File: src/rtl/scan_pkg.sv
// scan_pkg: shared FSM state type, MISR width, tap positions and MISR step function
package scan_pkg;
  localparam int MISR_W = 16;
  localparam int N_TAPS = 4;
  localparam int TAPS [N_TAPS] = '{15, 14, 12, 3};
  typedef enum logic [2:0] {ST_IDLE, ST_SHIFT, ST_CAPTURE, ST_UNLOAD, ST_DONE} state_t;
  function automatic logic [MISR_W-1:0] misr_next(input logic [MISR_W-1:0] m, input logic [MISR_W-1:0] d);
    logic fb;
    fb = 1'b0;
    for (int i = 0; i < N_TAPS; i++) fb ^= m[TAPS[i]];
    return {m[MISR_W-2:0], fb} ^ d;
  endfunction
endpackage

File: src/rtl/scan_misr.sv
// scan_misr: 16-bit MISR (clk, rst, en compacts din, clr zeroes, sig is the state)
module scan_misr
  import scan_pkg::*;
#(
  parameter int N_CHAINS = 2
) (
  input  logic                clk,
  input  logic                rst,
  input  logic                en,
  input  logic                clr,
  input  logic [N_CHAINS-1:0] din,
  output logic [MISR_W-1:0]   sig
);
  always_ff @(posedge clk)
    if (rst || clr) sig <= '0;
    else if (en) sig <= misr_next(sig, MISR_W'(din));
endmodule

File: src/rtl/scan_seq_ctrl.sv
// scan_seq_ctrl: scan test sequencer (REFCLK/RESET, TESTMODE/START/NUM_PAT control, SI_* pattern stream, SO/SI/SE/SCAN_CE chains, EXP_SIG/SIGNATURE/BUSY/DONE/PASS/ABORT results)
module scan_seq_ctrl
  import scan_pkg::*;
#(
  parameter int N_CHAINS  = 2,
  parameter int CHAIN_LEN = 15,
  parameter int PAT_W     = 8
) (
  input  logic                REFCLK,
  input  logic                RESET,
  input  logic                TESTMODE,
  input  logic                START,
  input  logic [PAT_W-1:0]    NUM_PAT,
  input  logic [N_CHAINS-1:0] SI_DATA,
  input  logic                SI_VALID,
  output logic                SI_READY,
  input  logic [N_CHAINS-1:0] SO,
  output logic [N_CHAINS-1:0] SI,
  output logic                SE,
  output logic                SCAN_CE,
  input  logic [MISR_W-1:0]   EXP_SIG,
  output logic [MISR_W-1:0]   SIGNATURE,
  output logic                BUSY,
  output logic                DONE,
  output logic                PASS,
  output logic                ABORT
);
  localparam int BW = $clog2(CHAIN_LEN + 1);
  localparam logic [BW-1:0] LAST = BW'(CHAIN_LEN - 1);
  state_t state, state_nx;
  logic [BW-1:0] beat, beat_nx;
  logic [PAT_W-1:0] pat, pat_nx, pat_inc, num_pat;
  logic abort_q, misr_clr, misr_en, go;
  assign go = START && TESTMODE && state == ST_IDLE;
  assign pat_inc = pat + PAT_W'(1);
  always_comb begin
    state_nx = state;
    beat_nx = beat;
    pat_nx = pat;
    misr_clr = 1'b0;
    SE = 1'b0;
    SCAN_CE = 1'b0;
    SI = '0;
    SI_READY = 1'b0;
    unique case (state)
      ST_IDLE: if (go) begin
        misr_clr = 1'b1;
        beat_nx = '0;
        pat_nx = '0;
        state_nx = NUM_PAT == '0 ? ST_DONE : ST_SHIFT;
      end
      ST_SHIFT: begin
        SE = 1'b1;
        SI_READY = 1'b1;
        SCAN_CE = SI_VALID;
        SI = SI_DATA;
        if (SI_VALID) begin
          beat_nx = beat == LAST ? '0 : beat + BW'(1);
          state_nx = beat == LAST ? ST_CAPTURE : ST_SHIFT;
        end
      end
      ST_CAPTURE: begin
        SCAN_CE = 1'b1;
        pat_nx = pat_inc;
        state_nx = pat_inc < num_pat ? ST_SHIFT : ST_UNLOAD;
      end
      ST_UNLOAD: begin
        SE = 1'b1;
        SCAN_CE = 1'b1;
        beat_nx = beat == LAST ? '0 : beat + BW'(1);
        state_nx = beat == LAST ? ST_DONE : ST_UNLOAD;
      end
      ST_DONE: state_nx = ST_IDLE;
      default: state_nx = ST_IDLE;
    endcase
    if (state != ST_IDLE && !TESTMODE) state_nx = ST_IDLE;
  end
  // the first load of a run shifts out uncaptured state, so it is not compacted
  assign misr_en = SCAN_CE && SE && (state == ST_UNLOAD || (state == ST_SHIFT && pat != '0));
  always_ff @(posedge REFCLK)
    if (RESET) begin
      state <= ST_IDLE;
      beat <= '0;
      pat <= '0;
      num_pat <= '0;
      abort_q <= 1'b0;
    end else begin
      state <= state_nx;
      beat <= beat_nx;
      pat <= pat_nx;
      num_pat <= go ? NUM_PAT : num_pat;
      abort_q <= state != ST_IDLE && !TESTMODE;
    end
  scan_misr #(.N_CHAINS(N_CHAINS)) u_misr (
    .clk(REFCLK),
    .rst(RESET),
    .en(misr_en),
    .clr(misr_clr),
    .din(SO),
    .sig(SIGNATURE)
  );
  assign BUSY = state == ST_SHIFT || state == ST_CAPTURE || state == ST_UNLOAD;
  assign DONE = state == ST_DONE && TESTMODE;
  assign PASS = DONE && SIGNATURE == EXP_SIG;
  assign ABORT = abort_q;
endmodule
File: config.mk
export PLATFORM = sky130hd
export DESIGN_NAME = scan_seq_ctrl
export DESIGN_NICKNAME = d
export VERILOG_FILES = /design/src/rtl/scan_pkg.sv /design/src/rtl/scan_misr.sv /design/src/rtl/scan_seq_ctrl.sv
export SDC_FILE = /design/constraint.sdc
export NUM_CORES = 1
export LEC_CHECK = 0
export BUFFER_PORTS_ARGS = -buffer_cell sky130_fd_sc_hd__buf_2
export CAP_MARGIN = 10
export CORE_ASPECT_RATIO = 0.9
export CORE_UTILIZATION = 55
export CTS_BUF_LIST = sky130_fd_sc_hd__clkbuf_8
export CTS_CLUSTER_SIZE = 28
export DETAILED_ROUTE_END_ITERATION = 10
export PLACE_DENSITY_LB_ADDON = 0.15
export SLEW_MARGIN = 20
export SYNTH_ARGS = -nofsm -noshare
export SYNTH_HDL_FRONTEND = slang
export SYNTH_SLANG_ARGS = --single-unit
File: constraint.sdc
create_clock -name REFCLK -period 3 [get_ports REFCLK]
set_clock_uncertainty 0.2 [all_clocks]
set_input_delay 0.15 -clock REFCLK [delete_from_list [all_inputs] [get_ports REFCLK]]
set_output_delay 0.15 -clock REFCLK [all_outputs]
set_load 0.05 [all_outputs]
==> summary.txt, run 1 <==
Outcome: complete, but fails checks
Failing checks: design-rule violations
Max-Cap Viols: 0
Clk pwr share: 32.5%
Hold Crit Class: input port to register
Layout cells sized above 1: 20.2%
Largest net degree at the start of global routing: 28
Initial antenna violation count: 0
Setup ws final: 271 ps
DR iter-0 viols: 227
Power Dens Cells: 372 nW/um^2
GRT Resource Usage Total: 26.2%
Via-to-Cell Ratio: 5.65
Vias post-DR: 2227
Number of flops mapped to enable cells by yosys: 0
Layout area overhead: 19.5%
Vias in the first global route: 2063
Core area: 4070 sq um
Final Critical Period: 2730 ps
Register bit total from synthesis: 40
Die W: 70.5 um
Final nets: 390
Synth unique cells: 41
Setup_tns: 0 ps
Post-Place Cells: 378
Sequential element share of the synthesized area: 34.5%
Synth warn: 0
CTS Buf Count: 5
CP max FO: 7
Final setup fails: 0
GP Congestion: 0.907
RSZ-0062 raised after global routing: no
CP max stage delay: 430 ps
CP Cell Sequence: ha_1 > nand3_1 > o21a_1 > or2_2 > ha_1 > a21oi_1 > nor2b_1 > a2111oi_0 > a211oi_1
Total leakage power: 1.11 nW
Worst Tran Pin Value: 824 ps
I/O pin count: 58
Slew Limit Fails: 0
Area contributors post-synth: dfxtp_1 34%, a21oi_1 8.4%, xnor2_1 7.9%, ha_1 5.9%, o211ai_1 5.8%
# fillers: 358
WP data arrival: 2700 ps
Port buffer count: 57
CP Class: register to register
Effective utilization at floorplan: 57.0%
Place WS: 301 ps
Synth async-reset ratio: 0%
# diodes: 0
CP required: 2970 ps
Int Power: 0.755 mW
DR DRC count: 16
Most common cell in the netlist: dfxtp_1
Design Area, Final: 2770 sq um
Std-Cell Rows: 22
Clk sink count: 40
Most used flip-flop cell after synthesis: dfxtp_1
Most frequent cells after synthesis: 40 x dfxtp_1, 39 x a21oi_1, 23 x nand2_1, 23 x nand3_1, 21 x xnor2_1
Syn Inst Count: 287
Sw frac: 26.9%
Slew Limit Headroom: 45.0%
Worst Setup Start Kind: register
Cell area after placement: 2610 sq um
Die height: 63.6 um
Reg2reg setup slack: 270 ps
Clk_lat worst skew: 290 ps
Post-DP HPWL: 3920 um
Drt pass-1 iters: 7
CTS tree: built
Net count after synthesis: 331
Crit path top cell by count: ha_1
VDD IR-drop max: 0.000286 V
Setup bufs post-CTS: 0
Flop pwr share: 53.1%
Gr ovfl total: 0
Logic pwr share: 14.4%
F_max: 366 MHz
Finished Layout Cells: 394
Share of the synthesized area in the top cell type: 34.5%
Antenna Violating Nets Remaining: 0
Post-synth top area cell: dfxtp_1
Worst-path clk slew: 80 ps
First-pass GRT wire length: 9220 um
Post-Synthesis Cell Area: 2320 sq um
Root Driver: clkbuf_8
CTS H-Tree Depth: 2
Fin crit share: 91.0%
Slowest CP cell: dfxtp_1
Die Footprint: 4490 sq um
WL final: 5500 um
Synthesized area per cell: 8.09 sq um
WL/cell: 14.0 um
Clock buffer depth: 2
Worst Setup End Kind: register
Net Sw Power: 0.278 mW
Final Hold Fails: 0
## path summary, 6_finish.rpt
kind	startpoint	cells past startpoint	to
worst max-delay path	pat[0]	9	state[1]
worst min-delay path	SO[1]	4	u_misr.sig[1]
worst max register to register	pat[0]	9	state[1]
worst min register to register	num_pat[3]	2	num_pat[3]
## cells in the final DEF (no fill, tap or decap), types with 2 or more instances in the layout
cell | Yosys | final
xnor2_1 | 21 | 21
clkbuf_8 | 0 | 5
a21oi_1 | 39 | 39
nand3_1 | 23 | 23
o21ai_0 | 11 | 11
inv_1 | 13 | 14
nor3_1 | 5 | 5
o211ai_1 | 18 | 18
o21a_1 | 2 | 2
and3_1 | 5 | 5
and2_1 | 5 | 5
dfxtp_1 | 40 | 40
or3_1 | 6 | 6
xor2_1 | 5 | 5
a31oi_1 | 3 | 3
dlygate4sd3_1 | 0 | 9
nand4_1 | 4 | 4
a211oi_1 | 2 | 2
buf_4 | 2 | 3
buf_2 | 4 | 57
nand3b_1 | 2 | 2
nor2_1 | 14 | 14
nand2_1 | 23 | 23
ha_1 | 11 | 11
nor4_1 | 3 | 3
## power groups by stage
stage / clock, mW / sequential [mW] / combinational [mW]
global route: 0.364 / 0.550 / 0.165
detailed placement: 0 / 0.561 / 0.139
finish: 0.336 / 0.549 / 0.148
CTS: 0.342 / 0.549 / 0.149
floorplan: 0 / 0.559 / 0.0917
global placement: 0 / 0.561 / 0.136
## state kept, by name, indices dropped and copies added, names as in the netlist
| name | cells |
|---|---|
| pat | 8 |
| num_pat | 8 |
| ABORT | 1 |
| state | 3 |
| beat | 4 |
| u_misr.sig | 16 |
## layer usage
layer / vias to the layer above / share of wire, % / routed length (um) / global-route usage (%)
met5: - / 0 / 0 / 0
met4: 0 / 1.0 / 57 / 7.40
met3: 5 / 3.8 / 211 / 4.96
met2: 53 / 51 / 2780 / 46.7
met1: 1037 / 45 / 2450 / 32.1
li1: 1132 / - / - / -
## cell families after synthesis
logic type,after synthesis,share of synthesized area [%]
buffers and inverters,31,5.87
adder cells (fa/ha/maj),11,5.93
AO/OA/AOI/OAI,81,21.5
AND/OR/NAND/NOR,97,21.4
flip-flops,40,34.5
XOR/XNOR,27,10.8
## repair_timing
action | CTS | global route
endpoints found under the hold margin | 9 | 0
gates resized for setup | 0 | 0
hold buffers | 9 | 0
## critical path, delay by kind of cell (launching register included)
| family | cells | cell delay, ps |
|---|---|---|
| adder cells (fa/ha/maj) | 2 | 550 |
| AO/OA/AOI/OAI | 4 | 900 |
| flip-flops | 1 | 430 |
| AND/OR/NAND/NOR | 3 | 530 |
## through the flow
step                      utilization [%]  hold WS [ps]  total power [mW]
after floorplan                         -          29.3             0.650
after global placement               64.0           205             0.697
after detailed placement             64.0           208             0.700
after CTS                            68.1         0.209              1.04
after global routing                 68.1          13.8              1.08
final                                68.1          5.51              1.03
## final cells by class
class / instances / area [sq um] / area share, %
flip-flops and latches: 40 / 801 / 28.9
clock buffers: 5 / 68.8 / 2.48
well taps: 48 / 60.1 / 2.17
multi-input cells: 216 / 1390 / 49.9
inverters: 14 / 52.6 / 1.89
repair buffers: 69 / 398 / 14.3
clock inverters: 2 / 8.76 / 0.316
Power figures use the tool's default switching activity.
==> run 2: changes to the inputs <==
--- a/config.mk
+++ b/config.mk
@@ -9,7 +9,7 @@
 export CAP_MARGIN = 10
 export CORE_ASPECT_RATIO = 0.9
 export CORE_UTILIZATION = 55
-export CTS_BUF_LIST = sky130_fd_sc_hd__clkbuf_8
+export CTS_BUF_LIST = sky130_fd_sc_hd__clkbuf_4 sky130_fd_sc_hd__clkbuf_8
 export CTS_CLUSTER_SIZE = 28
 export DETAILED_ROUTE_END_ITERATION = 10
 export PLACE_DENSITY_LB_ADDON = 0.15
==> summary.txt, run 2 (same netlist as run 1, synthesis figures left out) <==
Outcome: complete, but fails checks
Setup bufs post-CTS: 0
WL/cell: 13.9 um
Clock buffer depth: 2
Logic pwr share: 14.2%
Final setup fails: 0
Layout cells sized above 1: 20.5%
CP max FO: 7
Slew Limit Headroom: 44.1%
Root Driver: clkbuf_8
Slew Limit Fails: 0
DR DRC count: 16
GRT Resource Usage Total: 26.2%
First-pass GRT wire length: 9220 um
Fin crit share: 90.9%
Worst Setup Start Kind: register
Reg-to-reg endpoint: state[1]
Hold Worst Slack: 0.803 ps
Clk sink count: 40
Most common cell after layout, fill and taps aside: buf_2
Die height: 63.6 um
Final Hold Fails: 0
Biggest register: u_misr.sig
Vias post-DR: 2232
Drt pass-1 iters: 7
Flop pwr share: 52.5%
Final nets: 390
VDD IR-drop max: 0.000293 V
WP data arrival: 2700 ps
Slowest CP cell: dfxtp_1
CTS Buf Count: 5
Std-Cell Rows: 22
RSZ-0062 raised after global routing: no
PostCTS Resize Cnt: 0
Hold Crit Class: input port to register
CTS tree: built
Effective utilization at floorplan: 57.0%
Worst Setup SP: pat[0]
Max-Cap Viols: 0
Place WS: 301 ps
CP max stage delay: 430 ps
Core area: 4070 sq um
WL final: 5470 um
Final Total Pwr: 1.05 mW
I/O pin count: 58
GP Congestion: 0.907
Vias in the first global route: 2063
Largest net degree at the start of global routing: 28
Finished Layout Cells: 394
Largest regs: u_misr.sig: 16 flops, num_pat: 8 flops, pat: 8 flops
Worst R2R Path Depth: 9
Die Footprint: 4490 sq um
Final Critical Period: 2730 ps
Power Dens Cells: 376 nW/um^2
CP Cell Sequence: ha_1 > nand3_1 > o21a_1 > or2_2 > ha_1 > a21oi_1 > nor2b_1 > a2111oi_0 > a211oi_1
# fillers: 358
Post-DP HPWL: 3920 um
Setup_tns: 0 ps
Clk pwr share: 33.3%
Port buffer count: 57
Reg2reg setup slack: 270 ps
CTS H-Tree Depth: 2
Gr ovfl total: 0
Int Power: 0.767 mW
# diodes: 0
Via-to-Cell Ratio: 5.66
Sw frac: 26.6%
Hold Buf Count CTS: 9
Setup ws final: 272 ps
Worst r2r src: pat[0]
Worst setup path endpoint: state[1]
Post-Place Cells: 378
Antenna Violating Nets Remaining: 0
Clk_lat worst skew: 290 ps
Worst Setup End Kind: register
Max reg flops: 16
Most frequent cells in the layout: 57 x buf_2, 40 x dfxtp_1, 39 x a21oi_1
CP required: 2970 ps
Layout area overhead: 19.6%
CP Class: register to register
Failing checks: design-rule violations
Initial antenna violation count: 0
Net Sw Power: 0.278 mW
F_max: 367 MHz
DR iter-0 viols: 219
Worst Tran Pin Value: 837 ps
Total leakage power: 1.11 nW
Die W: 70.5 um
Worst-path clk slew: 80 ps
Crit path top cell by count: ha_1
-- run 2: cell types whose count changed in the layout (fill, tap and decap cells not counted), sizes merged --
cell,change
inv,-1
clkbuf,+1
-- run 2: worst min path at each step --
stage                    start             to  slack [ps]  depth (start not counted)
CTS                      SO[1]  u_misr.sig[1]         0.2                          4
global route             SO[1]  u_misr.sig[1]          10                          4
global placement    NUM_PAT[2]     num_pat[2]         200                          3
floorplan             TESTMODE          ABORT          30                          1
finish                   SO[1]  u_misr.sig[1]         0.8                          4
detailed placement  NUM_PAT[1]     num_pat[1]         210                          3
-- run 2: final cells by class --
class,count,area [sq um],share of cell area [%]
Sequential cell,40,801,28.8
Inverter,14,52.6,1.89
Timing Repair Buffer,69,398,14.3
Clock inverter,1,5.00,0.180
Clock buffer,6,76.3,2.75
Tap cell,48,60.1,2.16
Multi-Input combinational cell,216,1390,49.9
-- run 2: power by group through the flow --
stage               Combinational, mW  Clock [mW]  Sequential, mW
global route                    0.165       0.376           0.550
detailed placement              0.139           0           0.561
floorplan                      0.0917           0           0.559
CTS                             0.149       0.354           0.549
global placement                0.136           0           0.561
finish                          0.149       0.348           0.549
-- run 2: metal layers --
layer	global-route usage, %	wire length, um	vias up
met1	32.1	2440	1045
met5	0	0	-
li1	-	-	1136
met3	4.96	186	5
met2	46.7	2780	46
met4	7.40	57	0
-- run 2: stage by stage --
step / cell area (sq um) / util [%]
2_1_floorplan: 2320 / -
3_3_place_gp: 2610 / 64.0
3_5_place_dp: 2610 / 64.0
4_1_cts: 2780 / 68.2
5_1_grt: 2780 / 68.2
6_report: 2780 / 68.2
-- run 2: critical path: cells and delay by family (launching register included) --
kind / cells / cell delay, ps
AO/OA/AOI/OAI: 4 / 900
adder cells (fa/ha/maj): 2 / 550
AND/OR/NAND/NOR: 3 / 530
flip-flops: 1 / 430
